===== src/rtl/snake_pkg.sv =====
// Shared types for the snake collision checker: box layout {x0,y0,x1,y1}, FSM states, overlap test.
// Pure declarations; no timing and no handshake.
package snake_pkg;

  localparam int CW   = 10;
  localparam int NSEG = 5;

  typedef logic [CW-1:0] coord_t;

  localparam coord_t FIELD_W = CW'(640);
  localparam coord_t FIELD_H = CW'(480);

  // x^20 + x^17 + 1, maximal length for the 2*CW = 20 bit food generator
  localparam logic [2*CW-1:0] LFSR_TAPS = 20'h90000;

  typedef struct packed {
    coord_t x0;
    coord_t y0;
    coord_t x1;
    coord_t y1;
  } box_t;

  typedef box_t [NSEG-1:0] body_t;

  typedef enum logic [2:0] {
    ST_IDLE,
    ST_ARM,
    ST_WALL,
    ST_SCAN,
    ST_FOOD,
    ST_REPORT,
    ST_RESPAWN
  } state_t;

  function automatic logic overlap(input box_t a, input box_t b);
    return (a.x0 <= b.x1) && (b.x0 <= a.x1) && (a.y0 <= b.y1) && (b.y0 <= a.y1);
  endfunction

  function automatic logic box_unused(input box_t b);
    return b == '0;
  endfunction

  function automatic box_t mk_box(input coord_t x, input coord_t y, input coord_t sz);
    box_t b;
    b.x0 = x;
    b.y0 = y;
    b.x1 = x + sz - coord_t'(1);
    b.y1 = y + sz - coord_t'(1);
    return b;
  endfunction

endpackage


===== src/rtl/snake_collide_if.sv =====
// Snake-to-collision bus: update pulse plus head/body boxes in, verdicts and food box out.
// No backpressure; the checker drops updates it cannot take.
interface snake_collide_if;
  import snake_pkg::*;

  logic  update;
  box_t  head;
  body_t body;
  logic  grow;
  logic  game_over;
  logic  done;
  logic  busy;
  box_t  food;

  modport master (
    output update, head, body,
    input  grow, game_over, done, busy, food
  );

  modport slave (
    input  update, head, body,
    output grow, game_over, done, busy, food
  );

endinterface


===== src/rtl/snake_lfsr.sv =====
// Free-running Fibonacci LFSR; advances every cycle, value is the registered state.
// No handshake; reset loads SEED, which must be nonzero.
module snake_lfsr #(
  parameter int               WIDTH = 20,
  parameter logic [WIDTH-1:0] TAPS  = 20'h90000,
  parameter logic [WIDTH-1:0] SEED  = 20'h00001
) (
  input  logic             clk,
  input  logic             rst_n,
  output logic [WIDTH-1:0] value
);

  always_ff @(posedge clk or negedge rst_n) begin
    if (!rst_n) begin
      value <= SEED;
    end else begin
      value <= {value[WIDTH-2:0], ^(value & TAPS)};
    end
  end

endmodule


===== src/rtl/snake_collide.sv =====
// Checks each new snake head against walls, non-neck body segments and food; respawns food from an LFSR.
// done pulses NSEG+4 cycles after update is sampled; updates during busy or after game_over are dropped.
module snake_collide
  import snake_pkg::*;
#(
  parameter int              NECK_SKIP = 1,
  parameter int              FOOD_SZ   = 8,
  parameter int              FOOD_X0   = 320,
  parameter int              FOOD_Y0   = 240,
  parameter logic [2*CW-1:0] SEED      = 20'h1
) (
  input logic            clk,
  input logic            start_n,
  snake_collide_if.slave bus
);

  localparam int          SW       = (NSEG > 1) ? $clog2(NSEG) : 1;
  localparam logic [SW-1:0] SEG_LAST = SW'(NSEG - 1);
  localparam logic [SW:0]   SEG_NECK = (SW + 1)'(NECK_SKIP);
  localparam coord_t      SZ       = CW'(FOOD_SZ);
  localparam coord_t      X_MAX    = FIELD_W - SZ;
  localparam coord_t      Y_MAX    = FIELD_H - SZ;
  localparam box_t        FOOD_RST = mk_box(CW'(FOOD_X0), CW'(FOOD_Y0), SZ);

  state_t          state;
  logic [SW-1:0]   seg_idx;
  box_t            head_q;
  body_t           body_q;
  logic            hit;
  logic            eat;
  box_t            food_q;
  logic            grow_q;
  logic            over_q;
  logic            done_q;
  logic            busy_q;
  logic [2*CW-1:0] lfsr;

  snake_lfsr #(
    .WIDTH (2 * CW),
    .TAPS  (LFSR_TAPS),
    .SEED  (SEED)
  ) u_lfsr (
    .clk   (clk),
    .rst_n (start_n),
    .value (lfsr)
  );

  coord_t cand_x;
  coord_t cand_y;
  logic   cand_ok;
  logic   wall_hit;
  box_t   seg_box;
  logic   seg_hit;

  always_comb begin
    cand_x   = lfsr[CW-1:0];
    cand_y   = lfsr[2*CW-1:CW];
    cand_ok  = (cand_x <= X_MAX) && (cand_y <= Y_MAX);
    // A wrapped coordinate shows up as an inverted box
    wall_hit = (head_q.x1 >= FIELD_W) || (head_q.y1 >= FIELD_H) ||
               (head_q.x0 > head_q.x1) || (head_q.y0 > head_q.y1);
    seg_box  = body_q[seg_idx];
    seg_hit  = !box_unused(seg_box) && ({1'b0, seg_idx} >= SEG_NECK) && overlap(head_q, seg_box);
  end

  always_ff @(posedge clk or negedge start_n) begin
    if (!start_n) begin
      state   <= ST_IDLE;
      seg_idx <= '0;
      head_q  <= '0;
      body_q  <= '0;
      hit     <= 1'b0;
      eat     <= 1'b0;
      food_q  <= FOOD_RST;
      grow_q  <= 1'b0;
      over_q  <= 1'b0;
      done_q  <= 1'b0;
      busy_q  <= 1'b0;
    end else begin
      done_q <= 1'b0;
      grow_q <= 1'b0;
      case (state)
        ST_IDLE: begin
          if (bus.update && !over_q) begin
            state  <= ST_ARM;
            busy_q <= 1'b1;
          end
        end
        ST_ARM: begin
          head_q  <= bus.head;
          body_q  <= bus.body;
          hit     <= 1'b0;
          eat     <= 1'b0;
          seg_idx <= '0;
          state   <= ST_WALL;
        end
        ST_WALL: begin
          hit   <= wall_hit;
          state <= ST_SCAN;
        end
        ST_SCAN: begin
          // Every segment gets its cycle so the verdict latency never varies
          if (seg_hit) hit <= 1'b1;
          if (seg_idx == SEG_LAST) begin
            state <= ST_FOOD;
          end else begin
            seg_idx <= seg_idx + 1'b1;
          end
        end
        ST_FOOD: begin
          eat   <= overlap(head_q, food_q);
          state <= ST_REPORT;
        end
        ST_REPORT: begin
          done_q <= 1'b1;
          if (hit) begin
            over_q <= 1'b1;
            busy_q <= 1'b0;
            state  <= ST_IDLE;
          end else if (eat) begin
            grow_q <= 1'b1;
            state  <= ST_RESPAWN;
          end else begin
            busy_q <= 1'b0;
            state  <= ST_IDLE;
          end
        end
        ST_RESPAWN: begin
          if (cand_ok) begin
            food_q <= mk_box(cand_x, cand_y, SZ);
            busy_q <= 1'b0;
            state  <= ST_IDLE;
          end
        end
        default: begin
          busy_q <= 1'b0;
          state  <= ST_IDLE;
        end
      endcase
    end
  end

  assign bus.grow      = grow_q;
  assign bus.game_over = over_q;
  assign bus.done      = done_q;
  assign bus.busy      = busy_q;
  assign bus.food      = food_q;

endmodule


===== src/flat_wrapper.sv =====
// flat-port wrapper written by rule: the top's interface ports become plain ports
module snake_collide_flat import snake_pkg::*;
#(
  parameter int              NECK_SKIP = 1,
  parameter int              FOOD_SZ   = 8,
  parameter int              FOOD_X0   = 320,
  parameter int              FOOD_Y0   = 240,
  parameter logic [2*CW-1:0] SEED      = 20'h1
)
  (clk, start_n, bus_update, bus_head, bus_body, bus_grow, bus_game_over, bus_done, bus_busy, bus_food);
  snake_collide_if bus_i ();
  input logic clk;
  input logic start_n;
  input wire logic [$bits(bus_i.update)-1:0] bus_update;
  input wire logic [$bits(bus_i.head)-1:0] bus_head;
  input wire logic [$bits(bus_i.body)-1:0] bus_body;
  output wire logic [$bits(bus_i.grow)-1:0] bus_grow;
  output wire logic [$bits(bus_i.game_over)-1:0] bus_game_over;
  output wire logic [$bits(bus_i.done)-1:0] bus_done;
  output wire logic [$bits(bus_i.busy)-1:0] bus_busy;
  output wire logic [$bits(bus_i.food)-1:0] bus_food;
  assign bus_i.update = bus_update;
  assign bus_i.head = bus_head;
  assign bus_i.body = bus_body;
  assign bus_grow = bus_i.grow;
  assign bus_game_over = bus_i.game_over;
  assign bus_done = bus_i.done;
  assign bus_busy = bus_i.busy;
  assign bus_food = bus_i.food;
  snake_collide #(.NECK_SKIP(NECK_SKIP), .FOOD_SZ(FOOD_SZ), .FOOD_X0(FOOD_X0), .FOOD_Y0(FOOD_Y0), .SEED(SEED)) u_core (.clk(clk), .start_n(start_n), .bus(bus_i));
endmodule

===== config.mk =====
export PLATFORM = sky130hd
export DESIGN_NAME = snake_collide_flat
export DESIGN_NICKNAME = d
export VERILOG_FILES = /design/src/rtl/snake_pkg.sv /design/src/rtl/snake_collide_if.sv /design/src/rtl/snake_lfsr.sv /design/src/rtl/snake_collide.sv /design/src/flat_wrapper.sv
export SDC_FILE = /design/constraint.sdc
export NUM_CORES = 1
export LEC_CHECK = 0
export CAP_MARGIN = 20
export CORE_ASPECT_RATIO = 0.8
export CORE_MARGIN = 3
export CORE_UTILIZATION = 42
export CTS_CLUSTER_DIAMETER = 40
export DETAILED_ROUTE_END_ITERATION = 12
export PLACE_DENSITY = 0.66
export RECOVER_POWER = 100
export REMOVE_ABC_BUFFERS = 1
export SYNTH_ARGS = -nofsm -noshare
export SYNTH_HDL_FRONTEND = slang
export SYNTH_SLANG_ARGS = --single-unit

===== constraint.sdc =====
create_clock -name clk -period 4.84 [get_ports clk]
set_clock_uncertainty 0.1 [all_clocks]
set_input_delay 0.968 -clock clk [delete_from_list [all_inputs] [get_ports clk]]
set_output_delay 0.968 -clock clk [all_outputs]
set_load 0.02 [all_outputs]

## Yosys cells after proc, flatten, opt, wreduce, memory -nomap -nowiden

Index checks and enable logic that the tools add are counted.

- Register bits: 312
- Bits of input ports: 243
- Output and inout port bits: 44

- Add/sub/neg operators: 5
- $lt $le $gt $ge: 16
- Equality and inequality tests: 13
- Multiplexer cells: 22
- Bitwise logic cells: 1
- Reduce and logical (&&, ||, !) cells: 28

Operator list:

| cell | count |
|---|---|
| $bmux W40 S3 | 1 |
| $le A10 B10 Y1 | 8 |
| $logic_not A40 Y1 | 1 |
| $mux W40 | 1 |
| $pmux W3 S7 | 1 |
| $add A10 B4 Y10 const B | 2 |
| $gt A10 B10 Y1 | 2 |
| $reduce_xor A20 Y1 | 1 |
| $sub A10 B1 Y10 const B | 2 |
| $mux W3 | 6 |
| $eq A3 B3 Y1 const B | 4 |
| $ge A10 B10 Y1 const B | 1 |
| $ge A10 B9 Y1 const B | 1 |
| $le A10 B10 Y1 const B | 1 |
| $le A10 B9 Y1 const B | 1 |
| $logic_and A1 B1 Y1 | 10 |
| $mux W1 | 9 |
| $ne A2 B1 Y1 const B | 4 |
| $reduce_and A2 Y1 | 4 |
| $eq A3 B2 Y1 const B | 2 |
| $pmux W3 S2 | 1 |
| $lt A3 B4 Y1 const B | 1 |
| $pmux W1 S4 | 1 |
| $reduce_and A4 Y1 | 1 |
| other kinds (15) | 19 |

## Depth between registers and ports, before layout

Gate-level depths: netlist of the first run.

- Depth in word-level cells: 9
- Depth in mapped cells: 16
- Depth with buffers taken out: 12

## Modules after synthesis

A second synthesis of the first run with hierarchy kept.

- Cells, all modules: 1853
- Area total of the unflattened synthesis: 16368.2 µm²

By module, submodules not included:

| module | times used | cells an instance | area an instance (µm²) |
|---|---|---|---|
| snake_collide | 1 | 1832 | 15857.7 |
| snake_lfsr | 1 | 21 | 510.5 |

## Worst setup path before layout of the first run

Ideal clock, no wire load.

- Path kind: flip-flop to flip-flop
- From: register u_core.seg_idx[0]
- To: register u_core.hit
- Data arrival time: 3.151 ns
- Setup slack: 1.513 ns
- Cell stages (with the launch flop): 15
- Path buffers: 5
- Path through: dfrtp_1 > buf_6 > buf_6 > buf_6 > buf_2 > buf_2 > mux2i_1 > o21ai_0 > ha_1 > a2111oi_0 > o221ai_1 > a311oi_1 > o21ai_0 > a2111o_1 > o21ai_1

- Longest elaborated chain between the ends: 9
- Elaborated cells between the ends (all ways): 16

RTL lines:

| what | RTL line | source |
|---|---|---|
| start, declared | snake_collide.sv:26 | `logic [SW-1:0] seg_idx;` |
| start signal, assigned | snake_collide.sv:107 | `seg_idx <= seg_idx + 1'b1;` |
| $bmux W40 S3 | snake_collide.sv:62 | `seg_box = body_q[seg_idx];` |
| $mux W40 (implied by the code) | snake_collide.sv:62 |  |
| $le A10 B10 Y1 | snake_pkg.sv:36 | `return (a.x0 <= b.x1) && (b.x0 <= a.x1) && (a.y0 <= b.y1) && (b.y0 <= a.y1);` |
| $logic_and A1 B1 Y1 (3 in series) | snake_pkg.sv:36 |  |
| $logic_and A1 B1 Y1 (*) | snake_collide.sv:63 | `seg_hit = !box_unused(seg_box) && ({1'b0, seg_idx} >= SEG_NECK) && overlap(head_q, seg_box);` |
| $ne A2 B1 Y1 (no source line) (*) | -- |  |
| $reduce_and A2 Y1 (no source line) (*) | -- |  |
| end signal, assigned | snake_collide.sv:98 | `hit <= wall_hit;` |
| end, declared | snake_collide.sv:29 | `logic hit;` |

Mark *: on every way between the ends. The rest lies on a longest branch, timed or not. The select of a mux whose other input is x is not followed.
A chain may end at the register's enable or synchronous reset.

## Worst setup path in the final report of the first run

- From: register u_core.seg_idx[2]
- To: register u_core.hit

Same word-level chain as after synthesis.

==> reports/metrics.csv, run 1 <==
stage,metric,value,unit
worst_setup_path,slowest_delay,0.86,ns
global_route,antenna_found_initial,0,
pwr,totalPowerFinal,13.6,mW
layout,multi_input_comb_area,7550,um^2
logic_synthesis,synth_seq_cells,312,
timing,fmax,251,MHz
detailed_routing,wl_per_cell,19.0,um
layout,fillerInstances,3354,
detailed_routing,wl_met2,22200,um
pwr,ir_worst_vdd,0.318,mV
hold_path,worstHoldEndpoint,u_core.u_lfsr.value[2],
detailed_routing,via_count,13700,
detailed_routing,highest_layer,met4,
worst_setup_path,end_kind,flop,
timing,fin_crit_sh,0.824,
logic_synthesis,avgSynthCellArea,8.82,um^2
worst_setup_path,required,5.21,ns
outcome,status,"finished, violations left",
clock_tree,cts.path.max_buffers,3,
logic_synthesis,synthFlopType,dfrtp_1,
worst_setup_path,worst-path-max-fanout,41,
clock_tree,clkTransAtPathRegs,0.06,ns
detailed_routing,wl_met3,3550,um
timing,worst_hold_slack,0.286,ns
layout,final_nets,2432,
hold_path,hold_path.class,flop to flop,
timing,finalSetupTns,0,ns
logic_synthesis,synth.distinct_cells,63,
detailed_routing,wl_met1,22200,um
run,maxCapViolCount,3,
detailed_routing,drtIter0Drc,1138,
outcome,violations,"max-capacitance violations, max-slew violations",
detailed_routing,drcViolationCount,0,
floorplanning,initial_core_util,0.431,
timing,setup_viol,0,
clock_tree,cts_buffers,42,
timing,slew_violations,220,
global_route,globalRouteOverflowTotal,0,
global_route,grtUsageTotal,0.238,
layout,antenna_cells,0,
clock_tree,cts_tree,done,
pwr,power_density,654,nW/um^2
worst_setup_path,critPathMostFrequentCell,o21ai_0,
worst_setup_path,rr_worst_depth,12,
logic_synthesis,yosys_warnings,0,
worst_setup_path,rr_endpoint,u_core.hit,
global_route,grt_pass1_wl,76400,um
floorplanning,io_pins,287,
worst_setup_path,worst-r2r-setup-slack,0.85,ns
timing,worst_slew_pin_slew,2.70,ns
floorplanning,die_w,225,um
clock_tree,hold_buffers,0,
layout,layoutNonFillerInstCount,2601,
worst_setup_path,path_cells,buf_4 -> mux2i_1 -> o2bb2ai_1 -> o21ai_0 -> inv_1 -> ha_1 -> a2111oi_0 -> o221ai_1 -> a311oi_1 -> o21ai_0 -> a2111o_1 -> o21ai_1,
logic_synthesis,async_reset_ff_frac,1.00,
worst_setup_path,cp_slowest_cell,dfrtp_4,
detailed_routing,final_antenna_net_count,0,
timing,max-slew-margin-rel,-0.800,
floorplanning,rows,63,
clock_tree,clk_latency,0.55,ns
logic_synthesis,syn_inst,1828,
timing,hold_violations,0,
worst_setup_path,startpoint_type,flop,
global_route,first_global_vias,13900,
clock_tree,post_cts_buffers,0,
hold_path,min-delay-start,u_core.u_lfsr.value[1],
clock_tree,ctsResizeCount,0,
clock_tree,cts.sinks,312,
worst_setup_path,arrival,4.35,ns
detailed_routing,wl,49300,um
place,dp.final_hpwl,35900,um
hold_path,min_path_cells,0,
clock_tree,htree_levels,2,
floorplanning,dieArea,40800,um^2
layout,final_util,0.554,
pwr,p_leak,10.2,nW
worst_setup_path,path_class,flop to flop,
layout,drive_gt1_frac,0.0553,
detailed_routing,viasPerCell,5.28,
place,gp_congestion,0.921,
worst_setup_path,timing.rr.start,u_core.seg_idx[2],
global_route,grt_max_degree,102,
layout,area_growth,28.6,%
timing,fin_crit,3.99,ns
logic_synthesis,synth-edff-count,0,
detailed_routing,dr.pass1.iters,5,
clock_tree,clockRootBuffer,clkbuf_16,
place,portBuffers,286,
logic_synthesis,synth_area,16100,um^2
floorplanning,core,37400,um^2
timing,rsz0062_at_grt,no,
place,dp_cells,2525,
layout,regArea,7840,um^2
logic_synthesis,ys_seq_area_frac,0.485,
floorplanning,die_y,181,um
worst max-delay path by stage:
stage / slack, ns / endpoint / from
after floorplan: -0.75 / u_core.head_q[11] / u_core.state[1]
after detailed placement: 0.91 / u_core.hit / u_core.seg_idx[2]
final: 0.85 / u_core.hit / u_core.seg_idx[2]
after global routing: 0.53 / u_core.body_q[180] / start_n
after global placement: 1.09 / u_core.hit / u_core.seg_idx[2]
after CTS: 0.91 / u_core.hit / u_core.seg_idx[2]
power by group:
group          internal [mW]  switching [mW]  leakage, nW  total, mW
clock                   1.96            1.26        0.705       3.22
combinational           2.27            3.54         5.58       5.82
sequential              3.70           0.844         3.88       4.54
total                   7.93            5.65         10.2       13.6
cells in the mapped netlist, types with 6 or more instances:
cell | count | share of area
nand4_1 | 23 | 0.0089
xnor2_1 | 11 | 0.0060
o21ai_1 | 20 | 0.0062
o2bb2ai_1 | 32 | 0.017
nor3_1 | 7 | 0.0022
ha_1 | 107 | 0.083
buf_4 | 8 | 0.0037
a21oi_1 | 37 | 0.011
nor2_1 | 40 | 0.0093
clkbuf_1 | 60 | 0.014
nand2b_1 | 9 | 0.0035
dfrtp_1 | 293 | 0.45
inv_1 | 67 | 0.016
nor4_1 | 8 | 0.0031
and3_1 | 7 | 0.0027
dfstp_2 | 19 | 0.031
nand2_1 | 770 | 0.18
o21ai_0 | 71 | 0.022
nor2b_1 | 9 | 0.0035
a31oi_1 | 6 | 0.0023
nand3_1 | 13 | 0.0040
mux2i_1 | 78 | 0.048
buf_6 | 9 | 0.0063
buf_2 | 15 | 0.0047
a21o_1 | 32 | 0.015
logic make-up (layout without fill, tap and decap cells):
logic type | count (synthesis) | after routing | synth area share
AND/OR/NAND/NOR | 901 | 901 | 0.225
AO/OA/AOI/OAI | 249 | 249 | 0.101
buffers and inverters | 162 | 448 | 0.0463
XOR/XNOR | 15 | 15 | 0.00814
flip-flops | 312 | 312 | 0.485
adder cells (fa/ha/maj) | 107 | 107 | 0.0830
multiplexers | 82 | 82 | 0.0512
sequential cells by signal, indices dropped and copies added (netlist names):
name and count:
u_core.state 3, u_core.eat 1, u_core.bus.busy 1, u_core.seg_idx 3
u_core.bus.game_over 1, u_core.body_q 200, u_core.u_lfsr.value 20, u_core.hit 1
u_core.head_q 40, u_core.bus.food 40, u_core.bus.grow 1, u_core.bus.done 1
layout make-up:
type | instances | share of cell area
multi-input cells | 1354 | 0.364
inverters | 68 | 0.0123
clock buffers | 48 | 0.0537
clock inverters | 28 | 0.0172
well taps | 487 | 0.0294
flip-flops and latches | 312 | 0.378
repair buffers | 304 | 0.146
layer usage:
| layer | vias to the layer above | global-route usage |
|---|---|---|
| met5 | - | 0 |
| met2 | 518 | 0.369 |
| met4 | 0 | 0.0722 |
| met1 | 6512 | 0.335 |
| li1 | 6597 | - |
| met3 | 97 | 0.0504 |
metrics by stage:
stage          setup WS (ns)  area, um^2
2_1_floorplan         -0.752       15600
3_3_place_gp            1.09       19300
3_5_place_dp           0.913       19300
4_1_cts                0.913       20800
5_1_grt                0.531       20800
6_report               0.854       20800
cell usage in the layout, fill, tap and decap left out, types with 9 or more instances in the layout:
cell type	instances
nand2_1	769
dfrtp_1	290
clkdlybuf4s50_1	241
ha_1	107
o21ai_0	90
mux2i_1	78
inv_1	67
dlygate4sd3_1	44
clkbuf_16	43
nor2_1	40
a21oi_1	37
o2bb2ai_1	32
a21o_1	32
nand4_1	23
dfstp_2	18
nand3_1	13
xnor2_1	11
nand2b_1	9
nor2b_1	9
buf_4	9
worst max-delay path: cells and delay by family (launching register included):
kind,cells,cell delay (ns)
flops,1,0.86
buf+inv,2,0.52
fa+ha+maj,1,0.20
compound gates,8,1.98
mux,1,0.22
Power figures use the tool's default switching activity.
==> inputs of run 2 (changes only) <==
PLACE_DENSITY = 0.69   (was 0.66)
clock period = 3.3 ns   (was 4.84 ns; I/O delays follow)
==> reports/metrics.csv, run 2 (synthesized netlist as in run 1, its figures left out) <==
stage,metric,value,unit
worst_setup_path,worst-r2r-setup-slack,0.08,ns
worst_setup_path,arrival,3.60,ns
worst_setup_path,path_class,flop to flop,
clock_tree,cts.path.max_buffers,3,
clock_tree,clockRootBuffer,clkbuf_16,
layout,layout_commonest_cell,nand2_1,
timing,fin_crit,3.22,ns
timing,slew_violations,143,
hold_path,min-delay-start,u_core.u_lfsr.value[1],
layout,largest_register_ffs,200,
worst_setup_path,critPathMostFrequentCell,o21a_1,
worst_setup_path,timing.rr.start,u_core.seg_idx[0],
detailed_routing,final_antenna_net_count,0,
clock_tree,clkTransAtPathRegs,0.06,ns
worst_setup_path,startpoint_type,flop,
worst_setup_path,critPathTopFamily,compound AO/OA/AOI/OAI gates,
layout,drive_gt1_frac,0.0644,
global_route,grt_max_degree,83,
global_route,globalRouteOverflowTotal,0,
run,maxCapViolCount,2,
worst_setup_path,critPathBufInv,1,
clock_tree,cts_buffers,42,
layout,final_util,0.559,
layout,fillerInstances,3293,
detailed_routing,drtIter0Drc,1121,
detailed_routing,wl,49500,um
pwr,netSwitchingPower,8.27,mW
layout,area_growth,29.7,%
clock_tree,htree_levels,2,
worst_setup_path,path_cells,nor2b_4 -> buf_12 -> o2bb2ai_1 -> o21ai_0 -> ha_1 -> nor2b_1 -> o21a_1 -> o21a_1 -> o21bai_1 -> a31oi_1 -> a2111o_1 -> o21ai_1,
hold_path,min_path_cells,0,
detailed_routing,via_count,13900,
timing,fmax,311,MHz
global_route,grt_pass1_wl,77400,um
detailed_routing,wl_per_cell,18.8,um
layout,final_nets,2460,
timing,max-slew-margin-rel,-0.223,
place,dp.final_hpwl,36900,um
detailed_routing,viasPerCell,5.27,
worst_setup_path,slowest_delay,0.54,ns
floorplanning,rows,63,
floorplanning,io_pins,287,
clock_tree,clk_latency,0.55,ns
worst_setup_path,worst-path-max-fanout,21,
detailed_routing,drcViolationCount,0,
place,placed_area,19600,um^2
worst_setup_path,rr_endpoint,u_core.hit,
clock_tree,cts_tree,done,
pwr,p_leak,10.3,nW
place,portBuffers,286,
timing,worst_slew_pin_slew,1.83,ns
timing,fin_crit_sh,0.974,
floorplanning,die_w,225,um
pwr,ir_worst_vdd,0.394,mV
clock_tree,cts.sinks,312,
worst_setup_path,end_kind,flop,
global_route,first_global_vias,14000,
worst_setup_path,required,3.68,ns
global_route,grtUsageTotal,0.239,
global_route,antenna_found_initial,0,
timing,setup_viol,0,
layout,regMostFlops,u_core.body_q,
pwr,p_comb_frac,0.444,
detailed_routing,dr.pass1.iters,5,
outcome,violations,"max-capacitance violations, max-slew violations",
pwr,p_int,11.5,mW
hold_path,worstHoldEndpoint,u_core.u_lfsr.value[2],
pwr,p_seq_frac,0.336,
layout,antenna_cells,0,
timing,worst_hold_slack,0.267,ns
timing,hold_violations,0,
worst_setup_path,cp_slowest_cell,dfrtp_4,
pwr,power_frac_clock,0.220,
pwr,power_density,948,nW/um^2
worst_setup_path,rr_worst_depth,12,
floorplanning,initial_core_util,0.431,
floorplanning,core,37400,um^2
layout,final_cell_area,20900,um^2
hold_path,hold_path.class,flop to flop,
floorplanning,dieArea,40800,um^2
place,gp_congestion,0.908,
outcome,status,"finished, violations left",
layout,layout_common_cells,"nand2_1, dfrtp_1, clkdlybuf4s50_1, ha_1, o21ai_0",
floorplanning,die_y,181,um
pwr,p_sw_frac,0.417,
==> run 2: cell count changes in the layout (fill, tap and decap cells not counted), moves of 2 or more <==
cell,before,now
bufinv_16,5,1
clkbuf_1,7,14
buf_12,4,11
o21ai_0,90,86
buf_6,0,2
buf_4,9,18
clkinv_2,3,6
o21ai_1,1,5
and2_1,3,1
clkbuf_2,2,10
clkinv_4,7,3
clkinvlp_4,5,3
==> run 2: worst max-delay path by stage <==
stage | depth (start not counted) | end | slack, ns | from
finish | 12 | u_core.hit | 0.08 | u_core.seg_idx[0]
global route | 12 | u_core.hit | -0.006 | u_core.seg_idx[2]
CTS | 11 | u_core.hit | 0.004 | u_core.seg_idx[2]
detailed placement | 11 | u_core.hit | 0.03 | u_core.seg_idx[2]
global placement | 11 | u_core.hit | 0.12 | u_core.seg_idx[2]
floorplan | 3 | u_core.head_q[11] | -2.29 | u_core.state[1]
==> run 2: worst reg2reg max path, cell delays in order, from the launching register on <==
cell       delay [ns]
dfrtp_4          0.54
nor2b_4          0.20
buf_12           0.17
o2bb2ai_1        0.12
o21ai_0          0.41
ha_1             0.34
nor2b_1          0.14
o21a_1           0.16
o21a_1           0.16
o21bai_1         0.12
a31oi_1          0.16
a2111o_1         0.42
o21ai_1          0.11
==> run 2: layer usage <==
layer / track usage / part of all wire
met3: 0.0510 / 0.079
met4: 0.0597 / 0.019
met2: 0.376 / 0.45
met1: 0.339 / 0.45
met5: 0 / 0
==> run 2: power by group through the flow <==
| stage | Combinational, mW | Clock [mW] | Sequential, mW |
|---|---|---|---|
| 5_1_grt | 9.96 | 4.62 | 6.82 |
| 3_5_place_dp | 8.72 | 0 | 6.68 |
| 6_report | 8.81 | 4.36 | 6.65 |
| 3_3_place_gp | 8.36 | 0 | 6.69 |
| 4_1_cts | 8.79 | 4.43 | 6.64 |
| 2_1_floorplan | 5.78 | 0 | 6.40 |
==> run 2: stage by stage <==
step / power, mW / setup slack (ns) / TNS [ns] / instances
final: 19.8 / 0.0849 / 0 / 2629
after global routing: 21.4 / -0.00622 / -0.00622 / 2629
after CTS: 19.9 / 0.00393 / 0 / 2627
after detailed placement: 15.4 / 0.0267 / 0 / 2550
after global placement: 15.0 / 0.122 / 0 / 2550
after floorplan: 12.2 / -2.29 / -512.44 / 1734
==> run 2: final cells by class <==
type / count / area [um^2] / share of cell area
sequential: 312 / 7840 / 0.375
multi-input combinational: 1354 / 7560 / 0.361
timing repair buffer: 332 / 3310 / 0.158
clock buffer: 56 / 1150 / 0.0552
tap: 487 / 609 / 0.0291
inverter: 68 / 255 / 0.0122
clock inverter: 20 / 193 / 0.00921
==> run 2: what timing repair did <==
action / CTS / global route
hold buffers: 1 / 0
buffers inserted: 0 / 2
resized for setup: 0 / 6
hold endpoints to repair: 47 / 0
endpoints found under the setup margin: 0 / 1
==> inputs of run 3 (changes only) <==
==> constraint.sdc (replaced) <==
create_clock -name clk -period 3.3 [get_ports clk]
set_clock_uncertainty 0.1 [all_clocks]
set_input_delay 0.33 -clock clk [delete_from_list [all_inputs] [get_ports clk]]
set_output_delay 0.33 -clock clk [all_outputs]
set_load 0.02 [all_outputs]
==> reports/metrics.csv, run 3 (synthesized netlist as in run 1, its figures left out) <==
stage,metric,value,unit
layout,drive_gt1_frac,0.0628,
floorplanning,io_pins,287,
layout,final_util,0.558,
clock_tree,cts_buffers,40,
floorplanning,rows,63,
worst_setup_path,worst-r2r-setup-slack,0.07,ns
timing,layout_setup_ws,0.0701,ns
clock_tree,clk_latency,0.55,ns
worst_setup_path,rr_endpoint,u_core.hit,
pwr,power_density,951,nW/um^2
hold_path,min-delay-start,bus_body[163],
global_route,first_global_vias,13800,
global_route,antenna_found_initial,0,
worst_setup_path,required,3.66,ns
detailed_routing,drcViolationCount,0,
floorplanning,die_w,225,um
worst_setup_path,startpoint_type,flop,
place,gp_congestion,0.903,
global_route,use_met3,0.0497,
worst_setup_path,path_cells,nor2b_4 -> buf_12 -> o2bb2ai_1 -> o21ai_0 -> ha_1 -> nor2b_1 -> o21a_1 -> o21a_1 -> o21bai_1 -> a31oi_1 -> a2111o_1 -> o21ai_1,
timing,fmax,310,MHz
global_route,grt_busiest_layer,met2,
hold_path,hold_path.class,primary input to flop,
floorplanning,die_y,181,um
place,place_ws,0.0564,ns
hold_path,worstHoldEndpoint,u_core.body_q[163],
global_route,grt_util_met1,0.340,
worst_setup_path,critPathMostFrequentCell,o21a_1,
clock_tree,cts.sinks,312,
floorplanning,dieArea,40800,um^2
layout,area_growth,29.6,%
clock_tree,cts_tree,done,
worst_setup_path,arrival,3.59,ns
worst_setup_path,worst-path-max-fanout,21,
layout,largest_register_ffs,200,
floorplanning,initial_core_util,0.431,
worst_setup_path,cp.depth,12,
pwr,ir_worst_vdd,0.552,mV
pwr,totalPowerFinal,19.9,mW
detailed_routing,wl,48900,um
detailed_routing,wl_per_cell,18.6,um
global_route,grt_max_degree,106,
timing,max-slew-margin-rel,-0.546,
run,maxCapViolCount,1,
global_route,globalRouteOverflowTotal,0,
place,portBuffers,286,
worst_setup_path,end_kind,flop,
pwr,p_leak,10.3,nW
place,dp.final_hpwl,36300,um
global_route,grt_util_met2,0.361,
layout,final_nets,2452,
detailed_routing,viasPerCell,5.24,
place,dp_cells,2541,
timing,worst_slew_pin_slew,2.32,ns
timing,fin_crit,3.23,ns
outcome,violations,"max-capacitance violations, max-slew violations",
layout,layoutNonFillerInstCount,2621,
worst_setup_path,cp_slowest_cell,dfrtp_4,
clock_tree,clockRootBuffer,clkbuf_16,
floorplanning,core,37400,um^2
timing,setup_viol,0,
worst_setup_path,slowest_delay,0.51,ns
layout,regMostFlops,u_core.body_q,
timing,hold_violations,0,
hold_path,min_path_cells,3,
timing,slew_violations,47,
clock_tree,htree_levels,2,
global_route,grtUsageTotal,0.235,
detailed_routing,final_antenna_net_count,0,
clock_tree,cts.path.max_buffers,3,
worst_setup_path,timing.rr.start,u_core.seg_idx[0],
layout,layout_common_cells,"nand2_1, dfrtp_1, clkdlybuf4s50_1, ha_1, o21ai_0",
outcome,status,"finished, violations left",
layout,fillerInstances,3275,
detailed_routing,dr.pass1.iters,5,
worst_setup_path,critPathTopFamily,compound AO/OA/AOI/OAI gates,
layout,layout_commonest_cell,nand2_1,
worst_setup_path,rr_worst_depth,12,
detailed_routing,via_count,13700,
timing,fin_crit_sh,0.979,
detailed_routing,drtIter0Drc,1046,
global_route,grt_pass1_wl,76100,um
clock_tree,clkTransAtPathRegs,0.07,ns
timing,rsz0062_at_grt,no,
worst_setup_path,path_class,flop to flop,
worst_setup_path,critPathBufInv,1,
==> run 3: cell types whose count changed in the layout (fill, tap and decap cells not counted), sizes merged <==
cell,delta
clkbuf,-15
buf,+4
bufinv,+4
clkinv,-3
clkinvlp,-1
diode,+1
dlymetal6s4s,+1
inv,+1
==> run 3: how the worst max path moves through the flow <==
stage | start | slack [ns] | end
after global placement | u_core.seg_idx[2] | 0.13 | u_core.hit
after CTS | u_core.seg_idx[2] | 0.06 | u_core.hit
after detailed placement | u_core.seg_idx[2] | 0.06 | u_core.hit
after global routing | u_core.seg_idx[0] | 0.008 | u_core.hit
after floorplan | u_core.state[1] | -2.29 | u_core.head_q[11]
final | u_core.seg_idx[0] | 0.07 | u_core.hit
==> run 3: stage by stage <==
step / hold slack [ns] / TNS (ns) / cell area (um^2)
global placement: 0.166 / 0 / 19500
detailed placement: 0.167 / 0 / 19500
global route: 0.215 / 0 / 20900
finish: 0.207 / 0 / 20900
CTS: 0.194 / 0 / 20900
floorplan: -0.0656 / -512.44 / 15600
==> run 3: layout make-up <==
cell class / count / area (um^2) / share of cell area
sequential: 312 / 7840 / 0.375
tap: 487 / 609 / 0.0291
timing repair buffer: 326 / 3260 / 0.156
multi-input combinational: 1354 / 7550 / 0.361
clock inverter: 21 / 279 / 0.0133
antenna: 1 / 2.50 / 0.000120
inverter: 68 / 255 / 0.0122
clock buffer: 52 / 1110 / 0.0530
==> run 3: layer usage <==
layer	vias up	wire length (um)
met5	-	0
met4	0	1140
met3	76	3310
met2	455	21800
met1	6576	22600
li1	6626	-
==> run 3: what timing repair did <==
action | 4_1_cts | 5_1_grt
endpoints found under the setup margin | 0 | 1
gates resized for setup | 0 | 5
hold buffers | 1 | 0
buffers inserted | 0 | 5
hold endpoints to repair | 43 | 0
==> run 3: power by group <==
| part | leakage (nW) | internal [mW] | total, mW | switching (mW) |
|---|---|---|---|---|
| clock network | 0.674 | 2.79 | 4.52 | 1.73 |
| logic | 5.73 | 3.48 | 8.69 | 5.21 |
| registers | 3.88 | 5.42 | 6.68 | 1.25 |
| total | 10.3 | 11.7 | 19.9 | 8.19 |
==> run 3: worst reg2reg max path: cells and delay by family (launching register included) <==
kind	cells	cell delay (ns)
buffers and inverters	1	0.16
flip-flops	1	0.51
AO/OA/AOI/OAI	8	1.73
AND/OR/NAND/NOR	2	0.31
adder cells (fa/ha/maj)	1	0.35
